===== config.mk =====
export PLATFORM = sky130hd
export DESIGN_NAME = bus_arbiter
export DESIGN_NICKNAME = d
export VERILOG_FILES = /design/src/rtl/bus_arbiter.sv
export SDC_FILE = /design/constraint.sdc
export NUM_CORES = 1
export LEC_CHECK = 0
export ABC_AREA = 1
export ABC_CLOCK_PERIOD_IN_PS = 2500
export CAP_MARGIN = 10
export CORE_AREA = 8 8 60 62
export CTS_CLUSTER_SIZE = 24
export DETAILED_ROUTE_END_ITERATION = 8
export DIE_AREA = 0 0 68 70
export PLACE_DENSITY = 0.49
export SYNTH_ARGS = -nofsm -noshare
export SYNTH_HDL_FRONTEND = slang
export SYNTH_SLANG_ARGS = --single-unit

===== constraint.sdc =====
create_clock -name clk -period 2.5 [get_ports clk]
set_input_delay 0.5 -clock clk [delete_from_list [all_inputs] [get_ports clk]]
set_output_delay 0.5 -clock clk [all_outputs]
set_load 0.05 [all_outputs]

===== src/rtl/bus_arbiter.sv =====
// bus_arbiter: two-master arbiter for the shared 8-bit system bus.
// Hands bus ownership to master 0 or master 1 and drives m_sel to the bus
// address/data muxes. An owner keeps the bus for as long as it requests. If the
// other master is waiting, the owner is preempted after MAX_HOLD cycles.
// Ports:
//   clk       in   bus clock, rising edge
//   reset     in   synchronous, active-high reset
//   m0_req    in   master 0 bus request (level)
//   m1_req    in   master 1 bus request (level)
//   m0_grant  out  master 0 owns the bus (registered)
//   m1_grant  out  master 1 owns the bus (registered)
//   m_sel     out  bus mux select, 0 = M0, 1 = M1; keeps the last owner when idle
//   bus_busy  out  m0_grant | m1_grant (registered)
//   preempt   out  1-cycle pulse when a holder is forcibly switched out
module bus_arbiter #(
    parameter int unsigned MAX_HOLD = 16,
    parameter int unsigned RR_EN    = 1,
    parameter int unsigned CNT_W    = 5
) (
    input  logic clk,
    input  logic reset,
    input  logic m0_req,
    input  logic m1_req,
    output logic m0_grant,
    output logic m1_grant,
    output logic m_sel,
    output logic bus_busy,
    output logic preempt
);

    typedef enum logic [1:0] {
        IDLE = 2'd0,
        GNT0 = 2'd1,
        GNT1 = 2'd2
    } state_t;

    // MAX_HOLD == 0 disables preemption, so the limit value is unused in that case.
    localparam bit              HOLD_EN  = (MAX_HOLD != 0);
    localparam logic [CNT_W-1:0] HOLD_LIM = CNT_W'((MAX_HOLD == 0) ? 0 : MAX_HOLD - 1);
    localparam bit              RR_ON    = (RR_EN != 0);

    state_t           state;
    state_t           state_nxt;
    logic [CNT_W-1:0] hold_cnt;
    logic [CNT_W-1:0] hold_nxt;
    logic             last;
    logic             last_nxt;
    logic             sel_nxt;
    logic             pre_nxt;

    // Next-state, hold counter and registered-output precompute.
    always_comb begin
        state_nxt = state;
        hold_nxt  = hold_cnt;
        last_nxt  = last;
        sel_nxt   = m_sel;
        pre_nxt   = 1'b0;

        case (state)
            IDLE: begin
                if (m0_req && m1_req) begin
                    // Round-robin favours the master that did not own the bus last.
                    state_nxt = (RR_ON && !last) ? GNT1 : GNT0;
                end else if (m0_req) begin
                    state_nxt = GNT0;
                end else if (m1_req) begin
                    state_nxt = GNT1;
                end
            end
            GNT0: begin
                if (!m0_req) begin
                    state_nxt = m1_req ? GNT1 : IDLE;
                end else if (m1_req && HOLD_EN) begin
                    if (hold_cnt == HOLD_LIM) begin
                        state_nxt = GNT1;
                        pre_nxt   = 1'b1;
                    end else begin
                        hold_nxt = hold_cnt + CNT_W'(1);
                    end
                end
            end
            GNT1: begin
                if (!m1_req) begin
                    state_nxt = m0_req ? GNT0 : IDLE;
                end else if (m0_req && HOLD_EN) begin
                    if (hold_cnt == HOLD_LIM) begin
                        state_nxt = GNT0;
                        pre_nxt   = 1'b1;
                    end else begin
                        hold_nxt = hold_cnt + CNT_W'(1);
                    end
                end
            end
            default: begin
                state_nxt = IDLE;
            end
        endcase

        // Any ownership change restarts the hold window and records the new owner.
        if (state_nxt != state) begin
            hold_nxt = '0;
            if (state_nxt == GNT0) begin
                last_nxt = 1'b0;
                sel_nxt  = 1'b0;
            end else if (state_nxt == GNT1) begin
                last_nxt = 1'b1;
                sel_nxt  = 1'b1;
            end
        end
    end

    // State and output registers; outputs are loaded from next-state so they align with state.
    always_ff @(posedge clk) begin
        if (reset) begin
            state    <= IDLE;
            hold_cnt <= '0;
            last     <= 1'b1;
            m0_grant <= 1'b0;
            m1_grant <= 1'b0;
            m_sel    <= 1'b0;
            bus_busy <= 1'b0;
            preempt  <= 1'b0;
        end else begin
            state    <= state_nxt;
            hold_cnt <= hold_nxt;
            last     <= last_nxt;
            m0_grant <= (state_nxt == GNT0);
            m1_grant <= (state_nxt == GNT1);
            m_sel    <= sel_nxt;
            bus_busy <= (state_nxt != IDLE);
            preempt  <= pre_nxt;
        end
    end

endmodule


After elaboration in Yosys (flattened, before gate mapping)

Cells that the tools add are included.

Memories kept: 0
Bits in read-only memories: 0
Bits in writable memories: 0
Latch bits: 0
Register bits after elaboration: 13

Shifts and indexed selects: 0
Multipliers: 0
$add $sub $neg: 1
Muxes and demuxes: 27
Div/mod/pow operators: 0
Reduce and logical (&&, ||, !) cells: 8
Equal/unequal tests: 10
Bitwise operators: 0
$lt $le $gt $ge: 0

Operators with widths:

| cell                | number |
|---|---|
| $mux 5              | 5 |
| $mux 2              | 11 |
| $pmux 5 s2          | 1 |
| $mux 1              | 8 |
| $ne 2x2->1 const B  | 4 |
| $pmux 2 s3          | 1 |
| $reduce_bool 2->1   | 3 |
| $add 5x1->5 const B | 1 |
| $eq 5x4->1 const B  | 1 |
| $reduce_and 5->1    | 1 |
| $eq 2x1->1 const B  | 2 |
| $eq 2x2->1 const B  | 2 |
| $logic_not 2->1     | 1 |
| $ne 2x2->1          | 1 |
| $pmux 1 s2          | 1 |
| $reduce_and 2->1    | 1 |
| $reduce_or 2->1     | 1 |
| $logic_and 1x1->1   | 1 |

Logic depth before layout (Yosys ltp)

Depth after elaboration: 8
Gate-level depth with buffers: 15
Gate-level depth less buffers: 15

Worst setup path after synthesis

OpenSTA, ideal clock, no wires.

Kind: reg-to-reg
Start: register hold_cnt[0]
End: register m_sel
Library setup time: 0.070 ns
Setup slack: 0.707 ns
Path buffers: 0
Stages on the path, launching flop included: 14
Arrival time: 1.723 ns
Path through: dfxtp_1 ha_1 inv_1 nor2_1 ha_1 nand2_1 nand3_1 nand3_1 nand3_1 nand2_2 ha_1 nand2_1 nand2_1 a21oi_1

Word-level cells in the longest chain between the ends: 8

RTL lines:

| item                                     | RTL line | RTL |
|---|---|---|
| start, declared                          | 44       | `logic [CNT_W-1:0] hold_cnt;` |
| start signal, assigned                   | 125      | `hold_cnt <= hold_nxt;` |
| $eq 5x4->1 *                             | 74, 86   |  |
| $mux 2 (on tied branches)                | 86, 74   |  |
| $mux 2 (on tied branches)                | 85, 73   |  |
| $mux 2 (on tied branches)                | 83, 71   |  |
| $pmux 2 s3 *                             | 59       | `case (state)` |
| $eq 2x1->1 or $eq 2x2->1 (tied branches) | 102, 105 |  |
| $reduce_bool 2->1 (no line)              | n/a      |  |
| $reduce_and 2->1 (no line)               | n/a      |  |
| end signal, assigned                     | 129      | `m_sel <= sel_nxt;` |
| end, declared                            | 26       | `output logic m_sel,` |

Every way passes the cells marked *; elsewhere a longest branch is shown, timed or not.
A chain may end at the register's enable or synchronous reset.

Final worst setup path

Ends and elaborated chain as after synthesis.

==> impl_metrics.yaml <==
timing:
  fin_skew_ps: 2.21
  slew_headroom: 0.662
  final_hold_viol_count: 0
  period_needed_ps: 2030
  maxSlewViolCount: 0
  finalSetupTns_ps: 0
  worst_slack_ps: 472
  grt_setup_unrepaired: "false"
  fmax_ghz: 0.493
  period_share: 0.811
  worst_pin_slew_ps: 505
  setup_violations: 0
critical_path:
  worstPathCellList: "ha_1 -> inv_1 -> nor2_1 -> ha_1 -> nand2_1 -> nand3_1 -> nand3_1 -> nand3_1 -> nand2_2 -> ha_1 -> nand2_1 -> nand2_1 -> a21oi_1"
  crit_required_ps: 2710
  cp_max_fo: 5
  cp.arrival_ps: 2240
  slowest_stage: "dfxtp_1"
  endpoint_kind: "flip-flop"
  critPathLaunch: "hold_cnt[0]"
  worst_r2r_startpoint: "hold_cnt[0]"
  r2r_end: "m_sel"
  crit_type: "reg2reg"
  endpoint: "m_sel"
  r2r_cells: 13
  rrSetupSlack_ps: 470
  cp_slowest_stage_delay_ps: 380
  cp-start-kind: "flip-flop"
power_and_ir_drop:
  ir_drop_mv: 0.485
  power_leakage_nw: 0.393
  power_density_nw_per_um2: 804
grt:
  grt.total_usage: 0.0641
  grt_pass1_wl_mm: 2.42
  overflow: 0
  grt_max_degree: 9
  grt_pass1_vias: 591
  grt_antenna_before_repair: 0
min_path:
  min_path_type: "reg2reg"
floorplan:
  die_x_microns: 68
  fp-row-count: 19
  die_height_microns: 70
  pin_count: 9
  die_area_sq_um: 4760
  start_util: 0.292
  coreArea_sq_um: 2660
clock_tree:
  cts_tree: "built"
  clock-sinks: 13
  htree_num_levels: 1
  clk_pin_slew_worst_paths_ps: 80
  cts_inserted_buffers: 3
  cts_root_buf: "clkbuf_4"
  clk_latency_ps: 270
  clockBufferDepth: 2
  cts_resized: 0
  cts-hold-fix-buffers: 0
  cts_setup_buffers: 0
placement:
  place_hpwl_mm: 1.06
  gp_congestion: 0.795
  portBuffers: 8
  place_ws_ps: 225
drt:
  drc_errors: 0
  drtIter0Drc: 16
  vias: 634
  detail_route.wl_per_cell_microns: 9.61
  antenna_left: 0
  wirelength_mm: 1.38
  dr.pass1.iters: 4
  viasPerCell: 4.40
finish:
  drive_gt1_frac: 0.0885
  utilization: 0.336
  nNetsFinal: 127
  flow.area_growth_from_synthesis_pct: 14.8
  diodes: 0
run_status:
  status: "complete, no violations"
logic_synthesis:
  ys_types: 20
  yosysSeqAreaShare: 0.334
  yosys_register_bits: 13
  synth_area_sq_um: 778
  syn-num-nets: 117
  syn-instance-count: 104
  yosysWarnings: 0
  avgSynthCellArea_sq_um: 7.48
run:
  maxCapViolCount: 0
## state kept, by name, summed over array words and instances (netlist names)
| register | flops |
|---|---|
| hold_cnt | 5 |
| state | 2 |
| bus_busy | 1 |
| last | 1 |
| m0_grant | 1 |
| m1_grant | 1 |
| m_sel | 1 |
| preempt | 1 |
## through the flow
| step | hold WS [ps] | power, mW | cell area [sq um] | std cells |
|---|---|---|---|---|
| final | 467 | 0.718 | 893 | 144 |
| after global routing | 500 | 0.779 | 893 | 144 |
| after CTS | 469 | 0.730 | 893 | 144 |
| after detailed placement | 455 | 0.590 | 867 | 140 |
| after global placement | 451 | 0.596 | 867 | 140 |
| after floorplan | 428 | 0.525 | 778 | 104 |
## final cells by class
type,count,area [sq um]
sequential,13,260
multi-input combinational,72,428
inverter,16,60.1
timing repair buffer,8,80.1
clock buffer,4,26.3
tap,31,38.8
fill,298,1770
## worst min path at each step
| stage | cells after the start | to | slack [ps] | start |
|---|---|---|---|---|
| floorplan | 2 | last | 430 | last |
| global placement | 2 | hold_cnt[4] | 450 | hold_cnt[4] |
| detailed placement | 2 | hold_cnt[4] | 460 | hold_cnt[4] |
| CTS | 2 | hold_cnt[4] | 470 | hold_cnt[4] |
| global route | 2 | m_sel | 500 | m_sel |
| finish | 2 | hold_cnt[4] | 470 | hold_cnt[4] |
## layer usage
| layer | share of wire | up-vias | GRT usage |
|---|---|---|---|
| met2 | 0.41 | 13 | 0.0866 |
| met5 | 0 | - | 0 |
| met1 | 0.48 | 273 | 0.0778 |
| met4 | 0.023 | 0 | 0.0342 |
| met3 | 0.077 | 4 | 0.0351 |
| li1 | - | 344 | - |
## layout by cell type, fill, tap and decap left out, types with 2 or more instances in the layout
cell / netlist / final
nand2_1: 19 / 19
inv_1: 16 / 16
nand3_1: 13 / 13
dfxtp_1: 13 / 13
nor2_1: 9 / 9
ha_1: 9 / 9
clkdlybuf4s50_1: 0 / 8
a21oi_1: 5 / 5
nor2_2: 3 / 3
clkbuf_4: 0 / 3
nand4_1: 2 / 2
nand2_2: 2 / 2
or2_0: 2 / 2
xor2_1: 2 / 2
## power breakdown
| group | leakage, nW | total [mW] | switching (mW) | internal (mW) |
|---|---|---|---|---|
| Combinational | 0.272 | 0.320 | 0.210 | 0.110 |
| Sequential | 0.106 | 0.266 | 0.0239 | 0.242 |
| Clock | 0.0150 | 0.132 | 0.0705 | 0.0618 |
| Total | 0.393 | 0.718 | 0.304 | 0.414 |
## critical path: cells and delay by family (launching register included)
family	cells	cell delay, ps
buffers and inverters	1	50
AO/OA/AOI/OAI	1	100
AND/OR/NAND/NOR	8	740
adder cells (fa/ha/maj)	3	680
flip-flops	1	380
## cell usage after synthesis
library cell / count / share of area
a21oi_1: 5 / 0.032
buf_4: 1 / 0.0096
buf_6: 2 / 0.029
dfxtp_1: 13 / 0.33
ha_1: 9 / 0.14
inv_1: 16 / 0.077
nand2_1: 19 / 0.092
nand2_2: 2 / 0.016
nand2b_1: 1 / 0.0080
nand3_1: 13 / 0.084
nand3_2: 1 / 0.013
nand4_1: 2 / 0.016
nor2_1: 9 / 0.043
nor2_2: 3 / 0.024
nor2_4: 1 / 0.014
nor3_1: 1 / 0.0064
o21ai_0: 1 / 0.0064
or2_0: 2 / 0.016
or3b_1: 1 / 0.011
xor2_1: 2 / 0.023
## logic make-up (layout without fill, tap and decap cells)
kind of cell	count (synthesis)	count (layout)	share of synthesized area
buffers and inverters	19	28	0.116
AO/OA/AOI/OAI	6	6	0.0386
XOR/XNOR	2	2	0.0225
adder cells (fa/ha/maj)	9	9	0.145
AND/OR/NAND/NOR	55	55	0.344
flip-flops	13	13	0.334
No activity file was read; power rests on OpenSTA's default activity.
